## src/rtl/mux16_arbiter_pkg.sv

```systemverilog
// Shared definitions for the mux16 round-robin arbiter: sizes, FSM state
// encoding and the one-hot decode used to build the grant vector.
package mux16_arbiter_pkg;

  // Number of requesters sharing the mux16 datapath, and the select width.
  localparam int N_REQ = 16;
  localparam int SEL_W = 4;

  // Arbiter FSM: IDLE waits for any request, GRANT owns the datapath.
  typedef enum logic {
    IDLE  = 1'b0,
    GRANT = 1'b1
  } arb_state_e;

  // Decode a 4-bit requester index into a 16-bit one-hot grant vector.
  function automatic logic [N_REQ-1:0] onehot4(input logic [SEL_W-1:0] idx);
    return 16'h0001 << idx;
  endfunction

endpackage

```

## src/rtl/mux16_arbiter_rr_pick16.sv

```systemverilog
// Rotating-priority picker: returns the first set request at index ptr,
// ptr+1, ... wrapping modulo 16. Purely combinational.
module rr_pick16
  import mux16_arbiter_pkg::*;
(
  input  logic [N_REQ-1:0] req_i,
  input  logic [SEL_W-1:0] ptr_i,
  output logic             found_o,
  output logic [SEL_W-1:0] idx_o
);

  // Scan from the farthest candidate back to ptr so the nearest hit wins.
  always_comb begin
    logic [SEL_W-1:0] cand;
    found_o = 1'b0;
    idx_o   = ptr_i;
    cand    = ptr_i;
    for (int k = N_REQ - 1; k >= 0; k--) begin
      cand = ptr_i + SEL_W'(k);
      if (req_i[cand]) begin
        found_o = 1'b1;
        idx_o   = cand;
      end else begin
        found_o = found_o;
        idx_o   = idx_o;
      end
    end
  end

endmodule

```

## src/rtl/mux16_arbiter.sv

```systemverilog
// Round-robin arbiter/sequencer for a shared mux16 datapath. Selects one of
// 16 requesters, drives the mux select and a one-hot grant, and presents a
// valid/ready beat handshake downstream with a bounded burst per grant.
module mux16_arbiter
  import mux16_arbiter_pkg::*;
#(
  parameter int MAX_BURST = 4
) (
  input  logic             clock,
  input  logic             reset,
  input  logic [N_REQ-1:0] req,
  input  logic [N_REQ-1:0] req_last,
  input  logic             out_ready,
  output logic [SEL_W-1:0] control,
  output logic [N_REQ-1:0] grant,
  output logic             out_valid,
  output logic             beat_done
);

  // Beat count at which the grant is forcibly rotated to the next requester.
  localparam logic [SEL_W-1:0] BURST_LAST = SEL_W'(MAX_BURST - 1);

  arb_state_e       state_q, state_d;
  logic [SEL_W-1:0] ptr_q, ptr_d;
  logic [SEL_W-1:0] beat_cnt_q, beat_cnt_d;
  logic [SEL_W-1:0] control_q, control_d;
  logic [N_REQ-1:0] grant_q, grant_d;
  logic             out_valid_q, out_valid_d;

  logic             xfer_s;
  logic             release_s;
  logic [SEL_W-1:0] pick_ptr_s;
  logic             found_s;
  logic [SEL_W-1:0] pick_idx_s;

  // Decide whether the current owner gives up the datapath this cycle and
  // which pointer the picker must rotate from.
  always_comb begin
    xfer_s    = out_valid_q & out_ready;
    release_s = 1'b0;
    if (state_q == GRANT) begin
      if (xfer_s) begin
        // A beat moves: release on last beat, full burst, or dropped request.
        release_s = req_last[control_q] | (beat_cnt_q == BURST_LAST) | ~req[control_q];
      end else begin
        // No beat: the owner withdrawing its request aborts the grant.
        release_s = ~req[control_q];
      end
    end else begin
      release_s = 1'b0;
    end
    // On release the just-served requester drops to lowest priority.
    if (release_s) begin
      pick_ptr_s = control_q + 4'd1;
    end else begin
      pick_ptr_s = ptr_q;
    end
  end

  rr_pick16 u_pick (
    .req_i   (req),
    .ptr_i   (pick_ptr_s),
    .found_o (found_s),
    .idx_o   (pick_idx_s)
  );

  // Next-state logic for the FSM, rotation pointer, beat counter and outputs.
  always_comb begin
    state_d     = state_q;
    ptr_d       = ptr_q;
    beat_cnt_d  = beat_cnt_q;
    control_d   = control_q;
    grant_d     = grant_q;
    out_valid_d = out_valid_q;
    case (state_q)
      IDLE: begin
        if (found_s) begin
          state_d     = GRANT;
          control_d   = pick_idx_s;
          grant_d     = onehot4(pick_idx_s);
          out_valid_d = 1'b1;
          beat_cnt_d  = 4'd0;
        end else begin
          // control holds so the mux output stays stable while idle.
          grant_d     = 16'h0000;
          out_valid_d = 1'b0;
        end
      end
      GRANT: begin
        if (release_s) begin
          ptr_d = pick_ptr_s;
          if (found_s) begin
            // Back-to-back hand-over with no bubble cycle.
            control_d   = pick_idx_s;
            grant_d     = onehot4(pick_idx_s);
            out_valid_d = 1'b1;
            beat_cnt_d  = 4'd0;
          end else begin
            state_d     = IDLE;
            grant_d     = 16'h0000;
            out_valid_d = 1'b0;
          end
        end else if (xfer_s) begin
          beat_cnt_d = beat_cnt_q + 4'd1;
        end else begin
          beat_cnt_d = beat_cnt_q;
        end
      end
      default: begin
        state_d     = IDLE;
        grant_d     = 16'h0000;
        out_valid_d = 1'b0;
      end
    endcase
  end

  // FSM and registered outputs; reset clears everything immediately.
  always_ff @(posedge clock or posedge reset) begin
    if (reset) begin
      state_q     <= IDLE;
      ptr_q       <= 4'd0;
      beat_cnt_q  <= 4'd0;
      control_q   <= 4'd0;
      grant_q     <= 16'h0000;
      out_valid_q <= 1'b0;
    end else begin
      state_q     <= state_d;
      ptr_q       <= ptr_d;
      beat_cnt_q  <= beat_cnt_d;
      control_q   <= control_d;
      grant_q     <= grant_d;
      out_valid_q <= out_valid_d;
    end
  end

  assign control   = control_q;
  assign grant     = grant_q;
  assign out_valid = out_valid_q;
  assign beat_done = out_valid_q & out_ready;

endmodule
```

## config.mk

```make
export PLATFORM = sky130hd
export DESIGN_NAME = mux16_arbiter
export DESIGN_NICKNAME = d
export VERILOG_FILES = /design/src/rtl/mux16_arbiter_pkg.sv /design/src/rtl/mux16_arbiter_rr_pick16.sv /design/src/rtl/mux16_arbiter.sv
export SDC_FILE = /design/constraint.sdc
export NUM_CORES = 1
export LEC_CHECK = 0
export CORE_MARGIN = 1.5
export CORE_UTILIZATION = 41
export CTS_BUF_LIST = sky130_fd_sc_hd__clkbuf_4 sky130_fd_sc_hd__clkbuf_8
export CTS_CLUSTER_DIAMETER = 50
export DETAILED_ROUTE_END_ITERATION = 8
export PLACE_DENSITY_LB_ADDON = 0.15
export SETUP_SLACK_MARGIN = 0.2
export SYNTH_ARGS = -nofsm -noshare
export SYNTH_HDL_FRONTEND = slang
export SYNTH_HIERARCHICAL = 1
export SYNTH_SLANG_ARGS = --single-unit
```

## constraint.sdc

```tcl
create_clock -name clock -period 6.2 [get_ports clock]
set_input_delay 0.93 -clock clock [delete_from_list [all_inputs] [get_ports clock]]
set_output_delay 0.93 -clock clock [all_outputs]
set_load 0.01 [all_outputs]
```

== Yosys cells after proc, flatten, opt, wreduce, memory -nomap -nowiden ==
Index checks and enable logic that the tools add are counted.

* Multiplexer cells: 86
* Reductions and logical operators: 1
* Add/sub/neg operators: 17
* Bitwise operators: 5
* Shift-type cells: 1
* $lt $le $gt $ge: 17
* Equal/unequal tests: 3

{| class="wikitable"
|+ Operator list
! kind !! count
|-
| $mux 4 || 22
|-
| $lt 4x5->1 const B || 17
|-
| $bmux 1 s4 || 18
|-
| $mux 1 || 39
|-
| $add 4x4->4 const B || 8
|-
| $mux 16 || 2
|-
| $pmux 16 s2 || 1
|-
| $add 4x3->4 const B || 4
|-
| $pmux 4 s2 || 2
|-
| $shl 1x4->16 const A || 1
|-
| $add 4x1->4 const B || 3
|-
| $add 4x2->4 const B || 2
|-
| $eq 4x2->1 const B || 1
|-
| $pmux 1 s2 || 2
|-
| $ne 3x2->1 const B || 1
|-
| $ne 2x1->1 const B || 1
|-
| $not 1->1 || 2
|-
| $or 1x1->1 || 2
|-
| $reduce_and 2->1 || 1
|-
| $and 1x1->1 || 1
|}

* Bits of input ports: 35
* Bits in registers: 30
* Output and inout bits: 22
* Logic and storage cells: 136

== Longest topological paths before layout ==
Gate-level depths: netlist of the first run.

* Depth in word-level cells: 30
* Mapped depth: 28
* Mapped depth without buffers: 20

== By module ==
The synthesis of the first run kept the hierarchy.

{| class="wikitable"
|+ By module, submodules not included
! module !! cells an instance !! instances !! sequential area each (µm²) !! area each (µm²)
|-
| rr_pick16 || 244 || 1 || 0.0 || 2193.4
|-
| mux16_arbiter || 163 || 1 || 750.7 || 1717.9
|}

== Worst setup path before layout of the first run ==
No wires, ideal clock.

* Kind: input port to flip-flop
* From: input port req_last[15]
* To: register grant_q[10], in the netlist grant[10]
* Arrival time: 6.190 ns
* Buffers on the path: 6
* Data required time: 6.090 ns
* Stages on the path: 23
* Slack: -0.101 ns
* Library setup time: 0.110 ns
* Cell sequence: mux4_2 mux2i_1 nand3_1 nand3_1 a21o_1 buf_2 mux2_2 buf_2 clkbuf_1 inv_1 ha_1 buf_4 buf_2 mux4_2 mux2i_1 mux2i_1 or2_1 or3_1 a41o_1 or3b_1 clkbuf_1 nand2b_1 o41ai_1

* Cells in the longest elaborated chain, start to end: 30
* Elaborated cells on any way between the ends: 91
* Those cells by class: add/sub: 15; eq/ne: 1; shift: 1; mux: 72; bitwise: 2

{| class="wikitable"
|+ Ends and longest elaborated chain
! what !! RTL line !! source
|-
| start, declared || mux16_arbiter.sv:12 || <nowiki>input logic [N_REQ-1:0] req_last,</nowiki>
|-
| $bmux 1 s4 (*) || mux16_arbiter.sv:44 || <nowiki>release_s = req_last[control_q] | (beat_cnt_q == BURST_LAST) | ~req[control_q];</nowiki>
|-
| $mux 1 (not written as such) (*) || mux16_arbiter.sv:44 ||
|-
| $or 1x1->1 (*) (2 in series) || mux16_arbiter.sv:44 ||
|-
| $mux 1 (*) || mux16_arbiter.sv:42 || <nowiki>if (xfer_s) begin</nowiki>
|-
| $mux 1 (*) || mux16_arbiter.sv:41 || <nowiki>if (state_q == GRANT) begin</nowiki>
|-
| $mux 4 (*) || mux16_arbiter.sv:53 || <nowiki>if (release_s) begin</nowiki>
|-
| named net pick_ptr_s[1] || mux16_arbiter.sv:32 || <nowiki>logic [SEL_W-1:0] pick_ptr_s;</nowiki>
|-
| $add 4x4->4 || mux16_arbiter_rr_pick16.sv:19 || <nowiki>cand = ptr_i + SEL_W'(k);</nowiki>
|-
| $bmux 1 s4 || mux16_arbiter_rr_pick16.sv:20 || <nowiki>if (req_i[cand]) begin</nowiki>
|-
| $mux 1 (not written as such) || mux16_arbiter_rr_pick16.sv:20 ||
|-
| $mux 4 (15 in series) || mux16_arbiter_rr_pick16.sv:20 ||
|-
| $mux 4 (*) || mux16_arbiter_rr_pick16.sv:20 ||
|-
| named net pick_idx_s[1] || mux16_arbiter.sv:34 || <nowiki>logic [SEL_W-1:0] pick_idx_s;</nowiki>
|-
| $shl 1x4->16 (*) || mux16_arbiter_pkg.sv:17 || <nowiki>return 16'h0001 << idx;</nowiki>
|-
| $mux 16 (*) || mux16_arbiter.sv:77, mux16_arbiter.sv:92 ||
|-
| $mux 16 || mux16_arbiter.sv:90 || <nowiki>if (release_s) begin</nowiki>
|-
| $pmux 16 s2 (*) || mux16_arbiter.sv:75 || <nowiki>case (state_q)</nowiki>
|-
| end signal, assigned || mux16_arbiter.sv:131 || <nowiki>grant_q <= grant_d;</nowiki>
|-
| end, declared || mux16_arbiter.sv:27 || <nowiki>logic [N_REQ-1:0] grant_q, grant_d;</nowiki>
|}

Mark *: on every way through the listed nets, which the timed path passes. The rest lies on a longest branch. The select of a mux whose other input is x is not followed.
A chain may end at the register's enable or synchronous reset.

== Final worst setup path of the first run ==
* From: input port req_last[14]
* To: register grant_q[10], in the netlist grant[10]

The elaborated chain is that of the path after synthesis.

==> results of run 1 <==
## how the worst max path moves through the flow
| stage | from | end | depth (start not counted) |
|---|---|---|---|
| global route | req_last[14] | grant[14] | 22 |
| detailed placement | req_last[14] | grant[10] | 21 |
| global placement | req_last[15] | grant[1] | 21 |
| floorplan | req_last[15] | grant[8] | 24 |
| finish | req_last[14] | grant[10] | 24 |
| CTS | req_last[14] | grant[10] | 21 |
## cell type report
type / instances / area, um2 / area share [%]
Multi-Input combinational cell: 334 / 3050 / 56.8
Clock buffer: 6 / 82.6 / 1.54
Inverter: 17 / 63.8 / 1.19
Timing Repair Buffer: 144 / 1230 / 23.0
Sequential cell: 30 / 751 / 14.0
Clock inverter: 1 / 30.0 / 0.559
Tap cell: 129 / 161 / 3.00
## stage by stage
stage	setup WS, ns	TNS, ns	utilization (%)	hold WS [ns]
after global routing	0.176	0	58.2	0.503
after CTS	0.184	0	56.2	0.484
final	0.418	0	58.2	0.475
after global placement	-0.111	-0.582	54.8	0.465
after detailed placement	-0.208	-0.772	54.8	0.468
after floorplan	0.225	0	-	0.474
## per-layer routing
layer / part of all wire, % / vias to the layer above / track usage [%]
met5: 0 / - / 0
met4: 2.5 / 0 / 7.69
met3: 6.8 / 23 / 3.95
met2: 48 / 175 / 40.7
met1: 42 / 1863 / 34.2
li1: - / 1825 / -
## cell usage after synthesis, types with 3 or more instances
master / instances
a211oi_1: 4
a21oi_1: 17
a221oi_1: 3
and2_1: 3
buf_2: 11
buf_6: 5
clkbuf_1: 7
dfrtp_1: 30
ha_1: 9
inv_1: 14
mux2_2: 20
mux2i_1: 32
mux4_1: 9
mux4_2: 26
nand2_1: 47
nand2b_1: 11
nand3_1: 13
nand3b_1: 4
nand4_1: 3
nor2_1: 26
nor2b_1: 4
nor3_1: 3
o211ai_1: 6
o21ai_0: 14
o22ai_1: 5
o31ai_1: 8
o41ai_1: 6
xnor2_1: 9
xor2_1: 3
## worst max-delay path, delay by kind of cell
| family | cells | cell delay [ns] |
|---|---|---|
| and+or+nand+nor | 4 | 0.38 |
| AOI/OAI and AO/OA | 6 | 1.21 |
| muxes | 5 | 1.55 |
| xor gates and xnor gates | 1 | 0.29 |
| buffers and inverters | 7 | 1.34 |
| adders and majority gates | 1 | 0.26 |
## repair_timing
item | 4_1_cts | 5_1_grt
endpoints found under the setup margin | 4 | 17
resized for setup | 3 | 33
pin swaps | 0 | 4
buffers inserted | 2 | 10
## sequential cells by signal, summed over array words and instances (netlist names)
register,cells
out_valid,1
ptr_q,4
grant,16
beat_cnt_q,4
state_q,1
control,4
## cell families after synthesis
group | share of synthesized area [%]
xor gates and xnor gates | 3.52
muxes | 35.3
DFF | 19.2
buffers and inverters | 5.63
and+or+nand+nor | 15.5
AOI/OAI and AO/OA | 18.0
adders and majority gates | 2.88
==> results.cfg, run 1 <==
[die]
core_area_um2 = 9240
die_w_um = 101
die_area_um2 = 10100
fp-row-count = 35
io_pins = 57
die_h_um = 101
initial_core_util_pct = 42.3

[place]
hpwl_um = 9320
placed_cell_area_um2 = 5060
gp_congestion = 0.985
placed_cells = 642
placement.io_buffers = 56

[route]
antenna_left = 0
dr.pass1.iters = 6
num_vias = 3886
drtIter0Drc = 341
drc = 0
wirelength_um = 12100
vias_per_cell = 5.88
wl_per_cell_um = 18.3

[yosys]
avgSynthCellArea_um2 = 9.61
syn_area_um2 = 3910
yosysSeqAreaShare_pct = 19.2
synth_top_cells_by_area = dfrtp_1 (19%), mux4_2 (15%), mux2i_1 (8.2%)
synth-edff-count = 0
synthFlopType = dfrtp_1
netlist_instances = 407
synth_nets = 451
ys_types = 67
yosys.area.top_type = dfrtp_1
ys_async_sr_fraction_pct = 100
ys_seq_elements = 30
ys_warn_count = 6
yosys.area.top_type_share_pct = 19.2

[clocking]
cts.htree.levels = 2
clk_pin_slew_ns = 0.07
clock_latency_ns = 0.28
root_buffer = clkbuf_8
cts-buffers-inserted = 5
hold_buffers = 0
clock_path_buffers = 2
cts.sinks = 30
cts_tree = yes

[critical_path]
ff2ff_setup_slack_ns = 0.84
critPathSlowestCell = mux4_2
required_ns = 6.37
crit_path_frequent_cell = buf_4
worstPathArrival_ns = 5.96
crit_type = in -> reg
timing.rr.start = control[1]
reg2reg_to = grant[10]
cp-start-kind = input port
end_kind = register
crit_chain = clkdlybuf4s50_1 -> mux4_2 -> mux2i_1 -> nand3_1 -> nand3_1 -> a21o_1 -> mux2_2 -> buf_4 -> ha_1 -> xnor2_4 -> buf_4 -> mux4_2 -> mux2i_1 -> buf_4 -> o21ai_0 -> a221oi_2 -> nor2_1 -> a211o_1 -> o21ai_1 -> buf_4 -> buf_4 -> nand2_1 -> buf_4 -> o41ai_2
crit_fanout = 6
max_stage_delay_ns = 0.46
reg2regPathDepth = 23

[layout]
diodes = 0
mostFrequentLayoutCell = buf_4
fin_area_um2 = 5380
final_cells = 661
layout_common_cells = buf_4 (87), clkdlybuf4s50_1 (56), nand2_1 (47), mux4_2 (33), dfrtp_1 (30)
nets = 576
area_growth_pct = 37.4
fill_cells = 823
drive_above_1_share_pct = 33.1

[timing]
tightest_slew_ns = 1.11
slew_violations = 0
fmax_mhz = 173
fin_worst_skew_ns = 0.00319
rsz0062_at_grt = no
relSlewSlack_pct = 25.8
period_needed_ns = 5.78
hold_viol_final = 0
finalSetupViolCount = 0
fin_crit_sh_pct = 93.3

[outcome]
outcome = finished clean

[worst_hold_path]
hold_end = grant[15]
hp-class = reg -> reg
min_path_cells = 2
worstHoldStart = grant[15]

[job]
cap_viol_max_count = 0

[grt]
grt.overflow.total = 0
grt_max_degree = 42
gr-usage-all-layers_pct = 25.0
antenna_found_initial = 0
grt_pass1_vias = 3867
grt_pass1_wl_um = 19900
Power of run 1 is left out: the tool's default activity adds up to more than one toggle a clock period on the data nets, which glitch-free logic cannot reach.
==> run 2: changes to the inputs <==
- CAP_MARGIN: not set -> 20
- SKIP_CTS_REPAIR_TIMING: not set -> 1
==> run 2 against run 1 <==
Net effect:
- cell count decreased by 1.2%
- clock skew increased by 0.0066 ns
- via count decreased by 1.5%
- critical path depth decreased by 3
==> results.cfg, run 2 (synthesized netlist as in run 1, its figures left out) <==
[outcome]
outcome = finished clean

[critical_path]
reg2regPathDepth = 20
crit_fanout = 16
required_ns = 6.37
crit_family = multiplexers
cp-start-kind = input port
ff2ff_setup_slack_ns = 0.79
end_kind = register
crit_chain = clkdlybuf4s50_1 -> mux4_2 -> mux2i_1 -> nand3_1 -> nand3_1 -> a21o_1 -> mux2i_4 -> buf_12 -> buf_4 -> mux4_2 -> mux4_2 -> o22ai_1 -> a221oi_1 -> a211o_1 -> a211o_1 -> o21ai_1 -> buf_4 -> buf_4 -> nand2_1 -> buf_4 -> o41ai_1
worstPathArrival_ns = 5.98
crit_type = in -> reg
max_stage_delay_ns = 0.60
reg2reg_to = grant[10]
timing.rr.start = control[1]
critPathSlowestCell = mux4_2
crit_path_frequent_cell = buf_4
path_buf_inv = 6

[layout]
largest_register_ffs = 16
area_growth_pct = 35.3
drive_above_1_share_pct = 31.1
nets = 567
diodes = 0
layout_common_cells = buf_4 (77), clkdlybuf4s50_1 (56), nand2_1 (47), mux4_2 (31), dfrtp_1 (30)
final_cells = 653
mostFrequentLayoutCell = buf_4

[grt]
gr-usage-all-layers_pct = 25.1
grt.overflow.total = 0
antenna_found_initial = 0
grt_max_degree = 42
grt_pass1_vias = 3877
grt_pass1_wl_um = 20000

[die]
core_area_um2 = 9240
initial_core_util_pct = 42.3
die_w_um = 101
die_h_um = 101
fp-row-count = 35
die_area_um2 = 10100
io_pins = 57

[timing]
rsz0062_at_grt = yes
fin_worst_skew_ns = 0.00982
setup_tns_ns = 0
fin_crit_sh_pct = 93.6
period_needed_ns = 5.81
finalSetupViolCount = 0
worst_hold_slack_ns = 0.477
fmax_mhz = 172
hold_viol_final = 0
tightest_slew_ns = 0.656
slew_violations = 0
relSlewSlack_pct = 55.8
finalWorstSetupSlack_ns = 0.395

[clocking]
root_buffer = clkbuf_8
clock_path_buffers = 2
clk_pin_slew_ns = 0.07
clock_latency_ns = 0.29
cts_tree = yes
cts.sinks = 30
cts.htree.levels = 2
cts-buffers-inserted = 5

[worst_hold_path]
worstHoldStart = grant[15]
hold_end = grant[15]
hp-class = reg -> reg
min_path_cells = 2

[route]
dr.pass1.iters = 5
drtIter0Drc = 352
drc = 0
num_vias = 3828
wl_per_cell_um = 18.4
vias_per_cell = 5.86
antenna_left = 0
wirelength_um = 12000

[place]
gp_congestion = 0.985
hpwl_um = 9410
placed_cells = 643
preCtsSetupSlack_ns = -0.167
placement.io_buffers = 56

[job]
cap_viol_max_count = 0
-- run 2: cell count changes in the layout (fill, tap and decap cells not counted), sizes merged --
| cell | delta |
|---|---|
| clkinv | +1 |
| bufinv | -1 |
| clkinvlp | +1 |
| buf | -9 |
-- run 2: worst max path at each step --
stage | startpoint | end | slack, ns | depth (start not counted)
2_1_floorplan | req_last[15] | grant[8] | 0.23 | 24
3_3_place_gp | req_last[15] | grant[1] | -0.11 | 21
3_5_place_dp | req_last[14] | grant[8] | -0.17 | 22
4_1_cts | req_last[14] | grant[8] | 0.13 | 22
5_1_grt | req_last[14] | grant[8] | 0.16 | 23
6_report | req_last[14] | grant[10] | 0.39 | 21
-- run 2: worst reg2reg max path: cells and delay by family, from the launching register on --
kind | cells | cell delay (ns)
compound gates | 9 | 1.76
simple gates | 2 | 0.18
flops | 1 | 0.65
mux | 4 | 1.86
buf+inv | 5 | 0.84
-- run 2: routing by layer --
layer / up-vias / global-route usage, % / part of all wire [%]
li1: 1820 / - / -
met2: 152 / 40.7 / 47
met3: 25 / 2.98 / 5.3
met4: 0 / 8.34 / 2.9
met5: - / 0 / 0
met1: 1831 / 34.8 / 45
-- run 2: area by class of cell --
type,count,area (um2)
fill,850,3950
clock inverter,2,12.5
clock buffer,6,82.6
sequential,30,751
inverter,17,63.8
multi-input combinational,334,3040
timing repair buffer,135,1190
tap,129,161
-- run 2: per-stage QoR --
stage	area, um2	util, %
CTS	5180	56.1
floorplan	3930	-
global placement	5060	54.8
detailed placement	5090	55.1
finish	5290	57.3
global route	5290	57.3
Power of run 2 is left out for the same reason.
